==> src/rtl/c1541_pkg.sv <==
// Shared types and D64 geometry helpers for the 1541 track loader.
// Zone tables map a 1-based track to its sector count and image offset.
package c1541_pkg;

  localparam int MAX_SECTORS = 21;

  typedef enum logic [2:0] {
    S_IDLE,
    S_FLUSH_SCAN,
    S_FLUSH_XFER,
    S_LOAD_REQ,
    S_LOAD_XFER
  } state_e;

  function automatic logic [4:0] spt(input logic [5:0] t);
    logic [4:0] n;
    unique case (1'b1)
      (t < 6'd18): n = 5'd21;
      (t >= 6'd18 && t < 6'd25): n = 5'd19;
      (t >= 6'd25 && t < 6'd31): n = 5'd18;
      default: n = 5'd17;
    endcase
    return n;
  endfunction

  function automatic logic [9:0] track_base(input logic [5:0] t);
    logic [9:0] tw;
    logic [9:0] b;
    tw = {4'd0, t};
    unique case (1'b1)
      (t < 6'd18):
        b = (tw - 10'd1) * 10'd21;
      (t >= 6'd18 && t < 6'd25):
        b = 10'd357 + (tw - 10'd18) * 10'd19;
      (t >= 6'd25 && t < 6'd31):
        b = 10'd490 + (tw - 10'd25) * 10'd18;
      default:
        b = 10'd598 + (tw - 10'd31) * 10'd17;
    endcase
    return b;
  endfunction

endpackage

==> src/rtl/c1541_dirty_scan.sv <==
// Lowest-set-bit finder over the dirty sector mask.
// Bits at or above the track's sector count are ignored.
module c1541_dirty_scan
  import c1541_pkg::*;
(
  input  logic [MAX_SECTORS-1:0] dirty,
  input  logic [4:0]             limit,
  output logic [4:0]             sector,
  output logic                   valid
);

  always_comb begin
    sector = 5'd0;
    valid  = 1'b0;
    // walk downwards so the lowest hit is the last assignment
    for (int i = MAX_SECTORS - 1; i >= 0; i--) begin
      if (dirty[i] && (5'(i) < limit)) begin
        sector = 5'(i);
        valid  = 1'b1;
      end
    end
  end

endmodule

==> src/rtl/c1541_track_loader.sv <==
// Moves one D64 track between the SD block interface and the track RAM,
// flushing GCR-dirtied sectors back to the image before a new load.
module c1541_track_loader
  import c1541_pkg::*;
#(
  parameter int MAX_TRACK = 35
) (
  input  logic        clk32,
  input  logic        reset,
  input  logic [5:0]  track,
  input  logic        img_mounted,
  input  logic        img_size_nz,
  input  logic        gcr_we,
  input  logic [4:0]  gcr_sector,
  output logic        ram_ready,
  output logic [12:0] buff_addr,
  output logic [7:0]  buff_di,
  output logic        buff_we,
  input  logic [7:0]  buff_do,
  output logic [9:0]  sd_lba,
  output logic        sd_rd,
  output logic        sd_wr,
  input  logic        sd_ack,
  input  logic [7:0]  sd_buff_addr,
  input  logic [7:0]  sd_buff_dout,
  input  logic        sd_buff_wr,
  output logic [7:0]  sd_buff_din
);

  localparam logic [5:0] MaxTrk = 6'(MAX_TRACK);

  state_e state_q, state_d;

  logic [5:0] cur_track_q, cur_track_d;
  logic [5:0] new_track_q, new_track_d;
  logic [MAX_SECTORS-1:0] dirty_q, dirty_d;
  logic disk_present_q, disk_present_d;
  logic mount_pend_q, mount_pend_d;
  logic mount_nz_q, mount_nz_d;
  logic [4:0] sector_q, sector_d;
  logic ack_q, ack_d;

  logic ram_ready_q, ram_ready_d;
  logic sd_rd_q, sd_rd_d;
  logic sd_wr_q, sd_wr_d;
  logic buff_we_q, buff_we_d;
  logic [9:0] sd_lba_q, sd_lba_d;
  logic [12:0] buff_addr_q, buff_addr_d;
  logic [7:0] buff_di_q, buff_di_d;
  logic [7:0] sd_buff_din_q, sd_buff_din_d;

  logic track_ok;
  logic ack_fall;
  logic [4:0] cur_spt;
  logic [4:0] new_spt;
  logic [4:0] scan_sector;
  logic scan_valid;

  assign track_ok = (track != 6'd0) && (track <= MaxTrk);
  assign ack_fall = ack_q && !sd_ack;
  assign cur_spt  = spt(cur_track_q);
  assign new_spt  = spt(new_track_q);

  c1541_dirty_scan u_scan (
    .dirty  (dirty_q),
    .limit  (cur_spt),
    .sector (scan_sector),
    .valid  (scan_valid)
  );

  always_comb begin
    state_d        = state_q;
    cur_track_d    = cur_track_q;
    new_track_d    = new_track_q;
    dirty_d        = dirty_q;
    disk_present_d = disk_present_q;
    mount_pend_d   = mount_pend_q;
    mount_nz_d     = mount_nz_q;
    sector_d       = sector_q;
    ack_d          = sd_ack;
    ram_ready_d    = ram_ready_q;
    sd_rd_d        = sd_rd_q;
    sd_wr_d        = sd_wr_q;
    buff_we_d      = 1'b0;
    sd_lba_d       = sd_lba_q;
    buff_addr_d    = buff_addr_q;
    buff_di_d      = buff_di_q;
    sd_buff_din_d  = sd_buff_din_q;

    if (gcr_we && ram_ready_q &&
        (gcr_sector < 5'(MAX_SECTORS))) begin
      dirty_d[gcr_sector] = 1'b1;
    end

    // a mount seen mid-transfer waits for IDLE
    if (img_mounted) begin
      mount_pend_d = 1'b1;
      mount_nz_d   = img_size_nz;
    end

    case (state_q)
      S_IDLE: begin
        if (mount_pend_q || img_mounted) begin
          disk_present_d = img_mounted ? img_size_nz
                                       : mount_nz_q;
          mount_pend_d   = 1'b0;
          cur_track_d    = 6'd0;
          dirty_d        = '0;
          ram_ready_d    = 1'b0;
        end else if (disk_present_q && track_ok &&
                     (track != cur_track_q)) begin
          ram_ready_d = 1'b0;
          new_track_d = track;
          state_d     = S_FLUSH_SCAN;
        end else begin
          ram_ready_d = (cur_track_q != 6'd0);
        end
      end

      S_FLUSH_SCAN: begin
        if (cur_track_q != 6'd0 && scan_valid) begin
          sector_d = scan_sector;
          sd_lba_d = track_base(cur_track_q)
                     + {5'd0, scan_sector};
          sd_wr_d  = 1'b1;
          state_d  = S_FLUSH_XFER;
        end else begin
          sector_d = 5'd0;
          state_d  = S_LOAD_REQ;
        end
      end

      S_FLUSH_XFER: begin
        sd_buff_din_d = buff_do;
        if (sd_ack) begin
          sd_wr_d = 1'b0;
        end
        if (ack_fall) begin
          dirty_d[sector_q] = 1'b0;
          state_d = S_FLUSH_SCAN;
        end
      end

      S_LOAD_REQ: begin
        sd_lba_d = track_base(new_track_q)
                   + {5'd0, sector_q};
        sd_rd_d  = 1'b1;
        state_d  = S_LOAD_XFER;
      end

      S_LOAD_XFER: begin
        if (sd_ack) begin
          sd_rd_d = 1'b0;
        end
        if (sd_buff_wr) begin
          buff_we_d   = 1'b1;
          buff_addr_d = {sector_q, sd_buff_addr};
          buff_di_d   = sd_buff_dout;
        end
        if (ack_fall) begin
          if (sector_q == new_spt - 5'd1) begin
            cur_track_d = new_track_q;
            dirty_d     = '0;
            state_d     = S_IDLE;
          end else begin
            sector_d = sector_q + 5'd1;
            state_d  = S_LOAD_REQ;
          end
        end
      end

      default: state_d = S_IDLE;
    endcase
  end

  always_ff @(posedge clk32 or posedge reset) begin
    if (reset) begin
      state_q        <= S_IDLE;
      cur_track_q    <= 6'd0;
      new_track_q    <= 6'd0;
      dirty_q        <= '0;
      disk_present_q <= 1'b0;
      mount_pend_q   <= 1'b0;
      mount_nz_q     <= 1'b0;
      sector_q       <= 5'd0;
      ack_q          <= 1'b0;
      ram_ready_q    <= 1'b0;
      sd_rd_q        <= 1'b0;
      sd_wr_q        <= 1'b0;
      buff_we_q      <= 1'b0;
      sd_lba_q       <= 10'd0;
      buff_addr_q    <= 13'd0;
      buff_di_q      <= 8'd0;
      sd_buff_din_q  <= 8'd0;
    end else begin
      state_q        <= state_d;
      cur_track_q    <= cur_track_d;
      new_track_q    <= new_track_d;
      dirty_q        <= dirty_d;
      disk_present_q <= disk_present_d;
      mount_pend_q   <= mount_pend_d;
      mount_nz_q     <= mount_nz_d;
      sector_q       <= sector_d;
      ack_q          <= ack_d;
      ram_ready_q    <= ram_ready_d;
      sd_rd_q        <= sd_rd_d;
      sd_wr_q        <= sd_wr_d;
      buff_we_q      <= buff_we_d;
      sd_lba_q       <= sd_lba_d;
      buff_addr_q    <= buff_addr_d;
      buff_di_q      <= buff_di_d;
      sd_buff_din_q  <= sd_buff_din_d;
    end
  end

  // flush reads follow the host address with no extra register stage
  assign buff_addr   = (state_q == S_FLUSH_XFER)
                       ? {sector_q, sd_buff_addr}
                       : buff_addr_q;
  assign ram_ready   = ram_ready_q;
  assign sd_rd       = sd_rd_q;
  assign sd_wr       = sd_wr_q;
  assign buff_we     = buff_we_q;
  assign sd_lba      = sd_lba_q;
  assign buff_di     = buff_di_q;
  assign sd_buff_din = sd_buff_din_q;

endmodule

==> config.mk <==
export PLATFORM = sky130hd
export DESIGN_NAME = c1541_track_loader
export DESIGN_NICKNAME = d
export VERILOG_FILES = /design/src/rtl/c1541_pkg.sv /design/src/rtl/c1541_dirty_scan.sv /design/src/rtl/c1541_track_loader.sv
export SDC_FILE = /design/constraint.sdc
export NUM_CORES = 1
export LEC_CHECK = 0
export CAP_MARGIN = 20
export CELL_PAD_IN_SITES_DETAIL_PLACEMENT = 0
export CELL_PAD_IN_SITES_GLOBAL_PLACEMENT = 1
export CORE_ASPECT_RATIO = 0.9
export CORE_MARGIN = 2
export CORE_UTILIZATION = 50
export CTS_BUF_LIST = sky130_fd_sc_hd__clkbuf_8
export CTS_CLUSTER_SIZE = 40
export DETAILED_ROUTE_END_ITERATION = 10
export GPL_ROUTABILITY_DRIVEN = 0
export PLACE_DENSITY = 0.94
export SYNTH_ARGS = -nofsm -noshare
export SYNTH_HDL_FRONTEND = slang
export SYNTH_HIERARCHICAL = 1
export SYNTH_SLANG_ARGS = --single-unit
export TNS_END_PERCENT = 30
==> constraint.sdc <==
create_clock -name clk32 -period 9.55 [get_ports clk32]
set_clock_uncertainty 0.05 [all_clocks]
set_input_delay 2.865 -clock clk32 [delete_from_list [all_inputs] [get_ports clk32]]
set_output_delay 2.865 -clock clk32 [all_outputs]
set_load 0.02 [all_outputs]
==> run metrics <==
share of the cycle needed by the critical path after routing=73.9%; filler cell count in the final layout=1,788; hold bufs inserted after CTS=0; critical path type=in2out; worst min-delay path class=reg2reg; global-route wire length before repair=between 40,000 and 50,000 um; Root Buffer Master=sky130_fd_sc_hd__clkbuf_8; die footprint=0.0215 mm2; end point of the worst hold path=sd_rd; r2r endpoint=sd_lba[9]; most area-consuming cells after synthesis=sky130_fd_sc_hd__dfrtp_1, sky130_fd_sc_hd__ha_1, sky130_fd_sc_hd__xnor2_1, sky130_fd_sc_hd__mux2_2, sky130_fd_sc_hd__a21oi_1; most common cell after layout, fill and taps aside=sky130_fd_sc_hd__ha_1; gate count after technology mapping=1,148; final setup violation count=0; top flip-flop cell by instance count after synthesis=sky130_fd_sc_hd__dfrtp_1; Boundary Pins=85; beginning of the worst hold path=sd_rd; CTS max path bufs=2; CTS tree=yes; GRT overflow=0; Via density=5.81; flip-flop and latch count after synthesis=88; share of post-route cells with drive strength above 1=8.93%; commonest cells after routing, fill and taps aside=sky130_fd_sc_hd__ha_1, sky130_fd_sc_hd__a21oi_1, sky130_fd_sc_hd__nand2_1, sky130_fd_sc_hd__dfrtp_1, sky130_fd_sc_hd__inv_1; Max Fanout on Critical Path=2; total setup buffers inserted after CTS=0; cell type with the largest total area after synthesis=sky130_fd_sc_hd__dfrtp_1; maximum clock frequency=0.142 GHz; r2r worst-path depth=20; NumNets Final=1,411; relative area change from synthesis to final layout=11.9%; Worst EP required=roughly 6.6 ns; endpoint type of the worst setup path=output port; count of antenna-violating nets left after detailed routing=0; antenna cells=0; Max-cap violations=0; std cell rows=between 40 and 50; post-CTS sizing=0; Post-synth EDFFs=0; run status=completed; width of the die=between 150 and 200 um; HPWL reported at the end of detailed placement=around 20,000 um; number of sinks handled by clock tree synthesis=between 80 and 90; share of synthesized registers carrying an async set or reset=100%; headroom to the max-slew limit=30.2%; netlist area before placement=0.0102 mm2; total area of multi-input combinational cells=0.00739 mm2; setup total negative slack=0 ns; total of warnings raised by yosys=6; total count of hold-check failures in the final report=0; drt initial violations=569; setup repair after global routing missed its margin=false; number of max-slew violations in the final report=0; clock-pin slew reported for the worst setup and hold paths after clock tree synthesis=0.10 ns; Setup crit start kind=input port; number of global-route vias before repair=8,190; detailed-routing iteration count for the pre-antenna-repair pass=5; filler-free cell count of the finished design=about 1,500; area of the core=0.0199 mm2; CTS buffer count=9; CTS H-tree depth=3; Port Buffer Count=84; placed instance count=1,448; share of the synthesized area in the top cell type=a little over a fifth; Final Critical Period=7.05 ns; post-synth cell types=89; Critical Path AT=slightly above 4 ns; DR vias=8,516; overall global routing resource usage=23.6%; clock insertion delay at the later pin of the skew report=0.37 ns; syn_area_per_cell=8.85 um2; Slew @ Worst Pin=roughly 1.0 ns; post-synthesis sequential area ratio=21.7%; footprint of the flip-flops and latches=0.00220 mm2; Min-Delay Path Depth=2; maximum number of pins on one net before global-route repair=74; antenna violations before repair=0; WL final=24,800 um; final routed wire length divided by cell count=16.9 um; starting utilization of the core area=51.0%; reg2reg setup slack=3.65 ns; RR Startpoint=cur_track_q[1]; vertical extent of the die=139 um; DRC=0
==> layout make-up <==
type	instances	share of cell area [%]
Clock inverter	7	0.748
Timing Repair Buffer	94	8.01
Tap cell	255	2.81
Multi-Input combinational cell	923	65.0
Sequential cell	88	19.4
Inverter	89	2.95
Clock buffer	9	1.09
==> through the flow <==
stage / area, um2 / utilization [%] / setup slack [ns] / hold slack [ns]
CTS: 11400 / 57.0 / 2.50 / 0.448
global route: 11400 / 57.1 / 2.46 / 0.473
global placement: 11200 / 56.0 / 2.54 / 0.419
finish: 11400 / 57.1 / 2.50 / 0.448
detailed placement: 11200 / 56.0 / 2.50 / 0.414
floorplan: 10200 / - / 3.46 / 0.418
==> worst max-delay path by stage <==
stage,start,endpoint
after floorplan,sd_buff_addr[0],buff_addr[0]
after detailed placement,sd_buff_addr[5],buff_addr[5]
after global routing,sd_buff_addr[5],buff_addr[5]
final,sd_buff_addr[5],buff_addr[5]
after global placement,sd_buff_addr[6],buff_addr[6]
after CTS,sd_buff_addr[5],buff_addr[5]
==> critical path, cell delays in order <==
cell,delay [ns]
sky130_fd_sc_hd__clkdlybuf4s50_1,0.48
sky130_fd_sc_hd__mux2_2,0.16
sky130_fd_sc_hd__clkdlybuf4s50_1,0.64
==> flip-flops by register name, summed over array words and instances (netlist names), 3 cells and up <==
signal and flops:
buff_di 8, sector_q 5, new_track_q 6, cur_track_q 6
dirty_q 21, sd_lba 10, sd_buff_din 8, buff_addr_q 13
state_q 3
==> logic make-up (layout without fill, tap and decap cells) <==
family	after synthesis	after routing	synth area share (%)
AO/OA/AOI/OAI	289	289	18.9
buffers and inverters	143	199	5.80
adder cells (fa/ha/maj)	165	165	22.1
AND/OR/NAND/NOR	279	279	13.9
XOR/XNOR	126	126	11.5
multiplexers	56	56	6.11
flip-flops	88	88	21.7
other	2	8	0.0739
==> per-layer routing <==
metal,track usage (%),wire (um),vias up,share of wire (%)
met3,2.96,1310,24,5.3
li1,-,-,4183,-
met2,38.2,11500,245,46
met1,33.8,11700,4064,47
met4,5.16,364,0,1.5
met5,0,0,-,0
==> synth_stat cells, drive strengths merged (6+ instances only) <==
master,n
nor4,21
nand3,19
nand2b,14
nor2,56
o21a,8
xnor2,79
and2,9
nor3b,6
xor2,44
a221oi,6
a21o,19
o211ai,9
ha,140
buf,21
or3,8
a21oi,100
o21ai,61
nor2b,8
inv,88
mux2i,8
a31oi,13
o22ai,7
dfrtp,88
nor3,18
clkbuf,33
fa,24
nand3b,9
a41oi,6
mux2,48
o21bai,7
a211oi,9
nand2,95
Power is not shown: default switching activity piles up to over one toggle a cycle in this logic, so the estimate is an artifact.
